==> src/rtl/ysyx_22050550_wb_stage.sv <==
// ysyx_22050550 write-back stage: head register, wdata select, commit and bypass taps.
// Define YSYX_22050550_WB_SKID_EN to add a skid entry and a registered ready.
module ysyx_22050550_wb_stage #(
   parameter int XLEN = 64
) (
   input  logic            clock,
   input  logic            reset,
   input  logic            io_LSWB_valid,
   output logic            io_ReadyWB_ready,
   input  logic [XLEN-1:0] io_LSWB_pc,
   input  logic [XLEN-1:0] io_LSWB_NextPc,
   input  logic [31:0]     io_LSWB_inst,
   input  logic [4:0]      io_LSWB_wdaddr,
   input  logic            io_LSWB_wen,
   input  logic            io_LSWB_readflag,
   input  logic            io_LSWB_jalrflag,
   input  logic            io_LSWB_csrflag,
   input  logic            io_LSWB_ecallflag,
   input  logic            io_LSWB_mretflag,
   input  logic            io_LSWB_ebreak,
   input  logic            io_LSWB_SkipRef,
   input  logic [XLEN-1:0] io_LSWB_alures,
   input  logic [XLEN-1:0] io_LSWB_lsures,
   input  logic [XLEN-1:0] io_CSR_rdata,
   input  logic            io_stall,
   output logic            io_WB_wen,
   output logic [4:0]      io_WB_waddr,
   output logic [XLEN-1:0] io_WB_wdata,
   output logic            io_WB_byp_valid,
   output logic [4:0]      io_WB_byp_addr,
   output logic [XLEN-1:0] io_WB_byp_data,
   output logic            io_commit_valid,
   output logic [XLEN-1:0] io_commit_pc,
   output logic [XLEN-1:0] io_commit_nextpc,
   output logic [31:0]     io_commit_inst,
   output logic            io_commit_skipref,
   output logic            io_commit_ecall,
   output logic            io_commit_mret,
   output logic [XLEN-1:0] io_instret,
   output logic            io_halt
);

   typedef struct packed {
      logic [XLEN-1:0] pc;
      logic [XLEN-1:0] nextpc;
      logic [31:0]     inst;
      logic [4:0]      wdaddr;
      logic            wen;
      logic            readflag;
      logic            jalrflag;
      logic            csrflag;
      logic            ecall;
      logic            mret;
      logic            ebreak;
      logic            skipref;
      logic [XLEN-1:0] alures;
      logic [XLEN-1:0] lsures;
   } wb_ent_t;

   wb_ent_t         main_q;
   wb_ent_t         in_ent;
   logic            main_v;
   logic            halt_q;
   logic [XLEN-1:0] instret_q;
   logic            ready;
   logic            fire;
   logic            retire;
   logic            rd_ok;
   logic [XLEN-1:0] wdata;

   assign in_ent = '{
      pc:       io_LSWB_pc,
      nextpc:   io_LSWB_NextPc,
      inst:     io_LSWB_inst,
      wdaddr:   io_LSWB_wdaddr,
      wen:      io_LSWB_wen,
      readflag: io_LSWB_readflag,
      jalrflag: io_LSWB_jalrflag,
      csrflag:  io_LSWB_csrflag,
      ecall:    io_LSWB_ecallflag,
      mret:     io_LSWB_mretflag,
      ebreak:   io_LSWB_ebreak,
      skipref:  io_LSWB_SkipRef,
      alures:   io_LSWB_alures,
      lsures:   io_LSWB_lsures
   };

   assign retire = main_v & ~io_stall & ~halt_q;
   assign fire   = io_LSWB_valid & ready;

`ifdef YSYX_22050550_WB_SKID_EN
   wb_ent_t skid_q;
   logic    skid_v;
   logic    skid_v_n;
   logic    halt_n;
   logic    ready_q;

   assign ready    = ready_q;
   assign halt_n   = halt_q | (retire & main_q.ebreak);
   assign skid_v_n = retire ? (skid_v & fire)
                            : (skid_v | (fire & main_v));

   always_ff @(posedge clock or posedge reset) begin
      if (reset) begin
         main_q  <= '0;
         main_v  <= 1'b0;
         skid_q  <= '0;
         skid_v  <= 1'b0;
         ready_q <= 1'b1;
      end else begin
         // skid always drains ahead of a new entry
         if (retire) begin
            if (skid_v)
               main_q <= skid_q;
            else if (fire)
               main_q <= in_ent;
            main_v <= skid_v | fire;
            if (skid_v & fire)
               skid_q <= in_ent;
         end else if (fire) begin
            if (main_v) begin
               skid_q <= in_ent;
            end else begin
               main_q <= in_ent;
               main_v <= 1'b1;
            end
         end
         skid_v  <= skid_v_n;
         ready_q <= ~skid_v_n & ~halt_n;
      end
   end
`else
   assign ready = ~halt_q & (~main_v | retire);

   always_ff @(posedge clock or posedge reset) begin
      if (reset) begin
         main_q <= '0;
         main_v <= 1'b0;
      end else if (fire) begin
         main_q <= in_ent;
         main_v <= 1'b1;
      end else if (retire) begin
         main_v <= 1'b0;
      end
   end
`endif

   always_ff @(posedge clock or posedge reset) begin
      if (reset) begin
         halt_q    <= 1'b0;
         instret_q <= '0;
      end else if (retire) begin
         instret_q <= instret_q + 1'b1;
         if (main_q.ebreak)
            halt_q <= 1'b1;
      end
   end

   always_comb begin
      wdata = main_q.alures;
      if (main_q.csrflag)
         wdata = io_CSR_rdata;
      else if (main_q.readflag)
         wdata = main_q.lsures;
      else if (main_q.jalrflag)
         wdata = main_q.pc + XLEN'(4);
   end

   assign rd_ok = main_q.wen & (main_q.wdaddr != 5'd0);

   assign io_ReadyWB_ready  = ready;
   assign io_WB_wen         = retire & rd_ok;
   assign io_WB_waddr       = main_q.wdaddr;
   assign io_WB_wdata       = wdata;
   assign io_WB_byp_valid   = main_v & rd_ok;
   assign io_WB_byp_addr    = main_q.wdaddr;
   assign io_WB_byp_data    = wdata;
   assign io_commit_valid   = retire;
   assign io_commit_pc      = main_q.pc;
   assign io_commit_nextpc  = main_q.nextpc;
   assign io_commit_inst    = main_q.inst;
   assign io_commit_skipref = main_q.skipref;
   assign io_commit_ecall   = main_q.ecall;
   assign io_commit_mret    = main_q.mret;
   assign io_instret        = instret_q;
   assign io_halt           = halt_q;

endmodule
==> config.mk <==
export PLATFORM = sky130hd
export DESIGN_NAME = ysyx_22050550_wb_stage
export DESIGN_NICKNAME = d
export VERILOG_FILES = /design/src/rtl/ysyx_22050550_wb_stage.sv
export SDC_FILE = /design/constraint.sdc
export NUM_CORES = 1
export LEC_CHECK = 0
export ABC_AREA = 1
export BUFFER_PORTS_ARGS = -buffer_cell sky130_fd_sc_hd__buf_2
export CORE_AREA = 2 2 284 286
export DETAILED_ROUTE_END_ITERATION = 6
export DIE_AREA = 0 0 286 288
export SLEW_MARGIN = 20
export SYNTH_ARGS = -nofsm -noshare
export SYNTH_HDL_FRONTEND = slang
export SYNTH_SLANG_ARGS = --single-unit
==> constraint.sdc <==
create_clock -name clock -period 18.3 [get_ports clock]
set_input_delay 3.66 -clock clock [delete_from_list [all_inputs] [get_ports clock]]
set_output_delay 3.66 -clock clock [all_outputs]
set_load 0.02 [all_outputs]
==> impl_metrics.env, run 1 <==
export IMPL_outcome="finished, final reports clean"
export IMPL_synth_cells=2456
export IMPL_timing_rr_end="io_commit_nextpc[52]"
export IMPL_nets=3305
export IMPL_internal_power_mw=1.50
export IMPL_synth_fa_ha_area_frac=0.00120
export IMPL_drive_above_1_share=0.364
export IMPL_synth_compound_area_frac=0.0783
export IMPL_fp_row_count=104
export IMPL_critical_path_endpoint_type="primary output"
export IMPL_worst_slew_pin_slew_ps=984
export IMPL_min_from="main_q[129]"
export IMPL_maxCapViolCount=0
export IMPL_cts_max_level=2
export IMPL_final_cell_count_no_fill=4034
export IMPL_timing_reg2reg_setup_slack_ps=15310
export IMPL_synth_xor_area_frac=0.0320
export IMPL_final_setup_tns_ps=0
export IMPL_worstPathRequired_ps=14640
export IMPL_regArea_sq_um=9190
export IMPL_synth_area_sq_um=20800
export IMPL_first_global_vias=17800
export IMPL_min_period_ps=8150
export IMPL_design_area_sq_um=25400
export IMPL_synth_top_family_by_area="simple AND/OR/NAND/NOR gates"
export IMPL_pin_count=739
export IMPL_syn_avg_cell_area_sq_um=8.47
export IMPL_area_delta_synth_final_pct=22.2
export IMPL_synthMuxAreaShare=0.112
export IMPL_cts_root_buf="clkbuf_16"
export IMPL_crit_type="in2out"
export IMPL_drc=0
export IMPL_hold_viol_final=0
export IMPL_dp_hpwl_um=63500
export IMPL_power_frac_seq=0.420
export IMPL_comb_power_share=0.131
export IMPL_vias=18300
export IMPL_clock_sinks=367
export IMPL_min_to="io_halt"
export IMPL_slew_headroom=0.344
export IMPL_cts_tree="done"
export IMPL_synth_simple_area_share=0.192
export IMPL_fmax_ghz=0.123
export IMPL_slew_violations=0
export IMPL_async_reset_ff_frac=1.00
export IMPL_placed_area_sq_um=23900
export IMPL_routabilityCongestion=0.982
export IMPL_yosysWarningCount=0
export IMPL_clk_latency_ps=590
export IMPL_cpMaxStageDelayCell="inv_4"
export IMPL_ys_ff_latch=367
export IMPL_hold_depth=2
export IMPL_p_clk_frac=0.449
export IMPL_grt_pass1_wl_um=116000
export IMPL_post_cts_setup_buffers=0
export IMPL_crit_chain="buf_2 -> nor2_4 -> nand2_4 -> inv_4 -> buf_2"
export IMPL_first_pass_iters=5
export IMPL_synth_seq_area_share=0.442
export IMPL_viasPerCell=4.53
export IMPL_synth_distinct_cells=35
export IMPL_vdd_drop_max_mv=0.0650
export IMPL_track_usage=0.188
export IMPL_slowest_delay_ps=250
export IMPL_dp_cells=3948
export IMPL_cts_hold_buffers=0
export IMPL_powerDensity_nw_per_um2=82.2
export IMPL_die_x_um=286
export IMPL_die_area_sq_um=82400
export IMPL_postRouteAntennaNets=0
export IMPL_antenna_found_initial=12
export IMPL_detail_route_iter0_violations=1053
export IMPL_postSynthNetCount=2827
export IMPL_swShare=0.282
export IMPL_cpMostUsedCell="buf_2"
export IMPL_cts_path_max_buffers=3
export IMPL_p_total_mw=2.09
export IMPL_synth_ff_type="dfrtp_1"
export IMPL_routed_wl_um=80700
export IMPL_n_fill_cell=8579
export IMPL_setup_viol=0
export IMPL_r2r_cells=5
export IMPL_initial_core_util=0.261
export IMPL_hold_path_class="reg2reg"
export IMPL_p_leak_nw=13.4
export IMPL_cts_made_buffers=44
export IMPL_port_buffer_count=738
export IMPL_fin_crit_sh=0.445
export IMPL_cts_clk_slew_worst_paths_ps=60
export IMPL_multi_input_area_sq_um=8660
export IMPL_detail_route_wl_per_cell_um=20.0
export IMPL_rsz0062_at_grt="false"
export IMPL_grt_overflow=0
export IMPL_cts_resized_gates=0
export IMPL_skew_ps=39.3
export IMPL_critical_path_arrival_ps=4490
export IMPL_core_sq_um=79600
export IMPL_grt_max_degree=154
export IMPL_p_sw_mw=0.590
export IMPL_cp_max_fo=25
export IMPL_r2r_start="main_v"
export IMPL_cp_start_kind="input pin"
export IMPL_die_h_um=288
export IMPL_synth_edff_count=0
[layer usage]
metal	routed length [um]	share of wire	vias up	track usage
met4	2840	0.035	6	0.0694
met1	33100	0.41	8797	0.231
met3	5150	0.064	128	0.0378
met5	45	0.00056	-	0
met2	39600	0.49	697	0.325
li1	-	-	8636	-
[synthesized netlist by cell type (all sizes together), types with 4 or more instances]
master	count	area (sq um)
xnor2	19	166
nor2	379	1540
nor3	26	155
inv	221	832
clkbuf	40	150
a21oi	268	1340
buf	281	1980
xor2	57	499
dfrtp	367	9180
nand2	395	1520
nand3	101	521
nand4	36	244
o211ai	4	30.0
mux2	207	2330
o21ai	45	225
[power by group through the flow]
stage                     registers [mW]  logic, mW  clock network (mW)
after global placement             0.890      0.276                   0
after floorplan                    0.877      0.199                   0
after global routing               0.881      0.299               0.999
after detailed placement           0.891      0.278                   0
after CTS                          0.877      0.279               0.965
final                              0.877      0.274               0.939
[worst max path at each step]
stage	from	end	slack, ps
floorplan	reset	io_WB_byp_addr[0]	4450
global placement	io_stall	io_commit_valid	10140
detailed placement	io_stall	io_commit_valid	10140
CTS	io_stall	io_commit_valid	10140
global route	io_stall	io_commit_valid	10090
finish	io_stall	io_commit_valid	10150
[through the flow]
step | utilization | setup WS [ps] | hold WS [ps]
after detailed placement | 0.300 | 10140 | 470
after floorplan | - | 4450 | 436
after global routing | 0.319 | 10090 | 505
after global placement | 0.300 | 10140 | 461
final | 0.319 | 10150 | 474
after CTS | 0.319 | 10140 | 479
[worst max-delay path, delay by kind of cell]
| family | cells | cell delay, ps |
|---|---|---|
| buffers and inverters | 3 | 600 |
| and+or+nand+nor | 2 | 240 |
[placed cells by master (no fill, tap or decap), drive strengths merged]
| cell | Yosys | routed |
|---|---|---|
| buf | 281 | 753 |
| nand2 | 395 | 395 |
| nor2 | 379 | 379 |
| dfrtp | 367 | 367 |
| a21oi | 268 | 268 |
| inv | 221 | 221 |
| mux2 | 207 | 207 |
| nand3 | 101 | 101 |
| clkbuf | 40 | 61 |
| xor2 | 57 | 57 |
| o21ai | 45 | 45 |
| nand4 | 36 | 36 |
| nor3 | 26 | 26 |
| xnor2 | 19 | 19 |
| clkinv | 0 | 12 |
| diode | 0 | 5 |
| bufinv | 0 | 5 |
| o211ai | 4 | 4 |
| clkinvlp | 0 | 3 |
| o21bai | 2 | 2 |
| nand3b | 2 | 2 |
| ha | 2 | 2 |
| o221ai | 1 | 1 |
| o41ai | 1 | 1 |
| or2 | 1 | 1 |
| and3 | 1 | 1 |
[registers in the layout (all words and copies together), names as in the netlist, 5 cells and up]
signal and flops:
io_instret 64, io_commit_pc 64, io_commit_nextpc 64, main_q 133
io_WB_byp_addr 5, io_commit_inst 32
[layout make-up]
cell class | count | area share
inverters | 221 | 0.0331
clock buffers | 61 | 0.0494
well taps | 1060 | 0.0522
diodes | 5 | 0.000492
clock inverters | 20 | 0.0113
multi-input cells | 1547 | 0.341
repair buffers | 753 | 0.151
flip-flops and latches | 367 | 0.362
[kinds of logic (layout without fill, tap and decap cells)]
group / count (synthesis) / after routing
compound gates: 321 / 321
xor+xnor: 76 / 76
fa+ha+maj: 2 / 2
buf+inv: 542 / 1055
flops: 367 / 367
mux: 207 / 207
other cells: 0 / 5
simple gates: 941 / 941
(Power assumes the default switching activity.)
==> inputs of run 2 (changes only) <==
Clock period 18.3 ns to 7.13 ns, I/O delays scaled along.
==> impl_metrics.env, run 2 (synthesis results as in run 1) <==
export IMPL_outcome="finished, final reports clean"
export IMPL_cts_resized_gates=0
export IMPL_dp_cells=3948
export IMPL_worstPathRequired_ps=5700
export IMPL_pin_count=739
export IMPL_fp_row_count=104
export IMPL_power_frac_seq=0.411
export IMPL_cts_tree="done"
export IMPL_cts_root_buf="clkbuf_16"
export IMPL_cts_made_buffers=46
export IMPL_rsz0062_at_grt="false"
export IMPL_n_fill_cell=8535
export IMPL_layout_commonest_cell="buf_2"
export IMPL_die_x_um=286
export IMPL_die_h_um=288
export IMPL_fin_crit_sh=0.646
export IMPL_antenna_found_initial=21
export IMPL_whs_ps=466
export IMPL_core_sq_um=79600
export IMPL_regMostFlops="main_q"
export IMPL_viasPerCell=4.55
export IMPL_p_clk_frac=0.456
export IMPL_first_pass_iters=5
export IMPL_skew_ps=13.4
export IMPL_hold_path_class="reg2reg"
export IMPL_clock_sinks=367
export IMPL_slew_violations=0
export IMPL_crit_chain="nand2_1 -> nor2_1 -> nand2_1 -> nor2_1 -> nand2_1 -> o21ai_0 -> nand3_1 -> nand2_1 -> a21oi_1 -> buf_2"
export IMPL_powerDensity_nw_per_um2=214
export IMPL_setup_viol=0
export IMPL_vdd_drop_max_mv=0.162
export IMPL_final_cell_count_no_fill=4041
export IMPL_final_setup_tns_ps=0
export IMPL_grt_max_degree=150
export IMPL_largest_reg_flops=133
export IMPL_initial_core_util=0.261
export IMPL_cts_path_max_buffers=3
export IMPL_detail_route_wl_per_cell_um=20.7
export IMPL_maxCapViolCount=0
export IMPL_critical_path_endpoint_type="primary output"
export IMPL_drc=0
export IMPL_p_leak_nw=13.4
export IMPL_fin_ws_ps=2530
export IMPL_grt_overflow=0
export IMPL_cp_start_kind="flop"
export IMPL_cts_clk_slew_worst_paths_ps=60
export IMPL_clk_latency_ps=590
export IMPL_fmax_ghz=0.217
export IMPL_drive_above_1_share=0.365
export IMPL_detail_route_iter0_violations=1054
export IMPL_slew_headroom=0.414
export IMPL_worst_slew_pin_slew_ps=879
export IMPL_comb_power_share=0.133
export IMPL_first_global_vias=18000
export IMPL_cts_max_level=2
export IMPL_grt_pass1_wl_um=120000
export IMPL_dp_hpwl_um=65600
export IMPL_final_cell_mix="buf_2, nand2_1, dfrtp_1"
export IMPL_area_delta_synth_final_pct=22.6
export IMPL_hold_viol_final=0
export IMPL_cp_max_fo=5
export IMPL_cpMostUsedCell="nand2_1"
export IMPL_swShare=0.284
export IMPL_min_period_ps=4600
export IMPL_nets=3307
export IMPL_die_area_sq_um=82400
export IMPL_crit_type="reg2out"
export IMPL_slowest_delay_ps=430
export IMPL_postRouteAntennaNets=0
export IMPL_pre_cts_ws_ps=3160
export IMPL_vias=18400
export IMPL_track_usage=0.196
export IMPL_cpMaxStageDelayCell="dfrtp_1"
export IMPL_p_sw_mw=1.55
export IMPL_post_cts_setup_buffers=0
export IMPL_routabilityCongestion=0.948
export IMPL_routed_wl_um=83700
export IMPL_internal_power_mw=3.90
export IMPL_cts_hold_buffers=0
export IMPL_path_buf_inv=1
export IMPL_port_buffer_count=738
export IMPL_critical_path_arrival_ps=3180
export IMPL_crit_family="simple AND/OR/NAND/NOR gates"
-- run 2: changes by cell type in the layout (fill, tap and decap cells not counted), moves of 2 or more --
cell,previous run,this run
buf_12,2,5
buf_4,13,10
clkbuf_16,44,46
clkinv_2,10,5
clkinvlp_4,3,6
diode_2,5,11
-- run 2: path summary, 6_finish.rpt --
path                            cells after the start  slack, ps              endpoint              from
worst max-delay path                               10       2530    io_WB_byp_data[63]  io_commit_pc[16]
worst min-delay path                                2        470               io_halt       main_q[129]
worst max register to register                      4       4840  io_commit_nextpc[24]           io_halt
worst min register to register                      2        470               io_halt       main_q[129]
max in group asynchronous                           4       4760           main_q[127]             reset
min in group asynchronous                           2        810            main_q[85]             reset
-- run 2: metal layers --
metal | up-vias | global-route usage | routed length (um)
li1 | 8651 | - | -
met1 | 8868 | 0.237 | 34000
met2 | 736 | 0.344 | 41400
met3 | 120 | 0.0508 | 6240
met4 | 14 | 0.0490 | 1980
met5 | - | 0 | 80
-- run 2: layout make-up --
type | count | area (sq um) | share of cell area
sequential | 367 | 9190 | 0.360
multi-input combinational | 1547 | 8660 | 0.340
timing repair buffer | 753 | 3870 | 0.152
tap | 1060 | 1330 | 0.0520
clock buffer | 62 | 1300 | 0.0510
inverter | 221 | 837 | 0.0328
clock inverter | 20 | 290 | 0.0114
antenna | 11 | 27.5 | 0.00108
-- run 2: worst reg2reg max path: cells and delay by family, from the launching register on --
family / cells / cell delay [ps]
mux: 1 / 730
flops: 1 / 400
simple gates: 1 / 380
buf+inv: 1 / 380
compound gates: 1 / 260
-- run 2: power by group through the flow --
stage	Clock [mW]	Sequential (mW)	Combinational, mW
after floorplan	0	2.25	0.512
final	2.48	2.24	0.722
after global placement	0	2.27	0.733
after detailed placement	0	2.28	0.736
after global routing	2.63	2.25	0.789
after CTS	2.56	2.24	0.738
-- run 2: metrics by stage --
stage	instance area [sq um]	util	power [mW]
global route	25500	0.320	5.67
floorplan	20800	-	2.76
finish	25500	0.320	5.45
detailed placement	23900	0.300	3.01
global placement	23900	0.300	3.00
CTS	25500	0.320	5.53
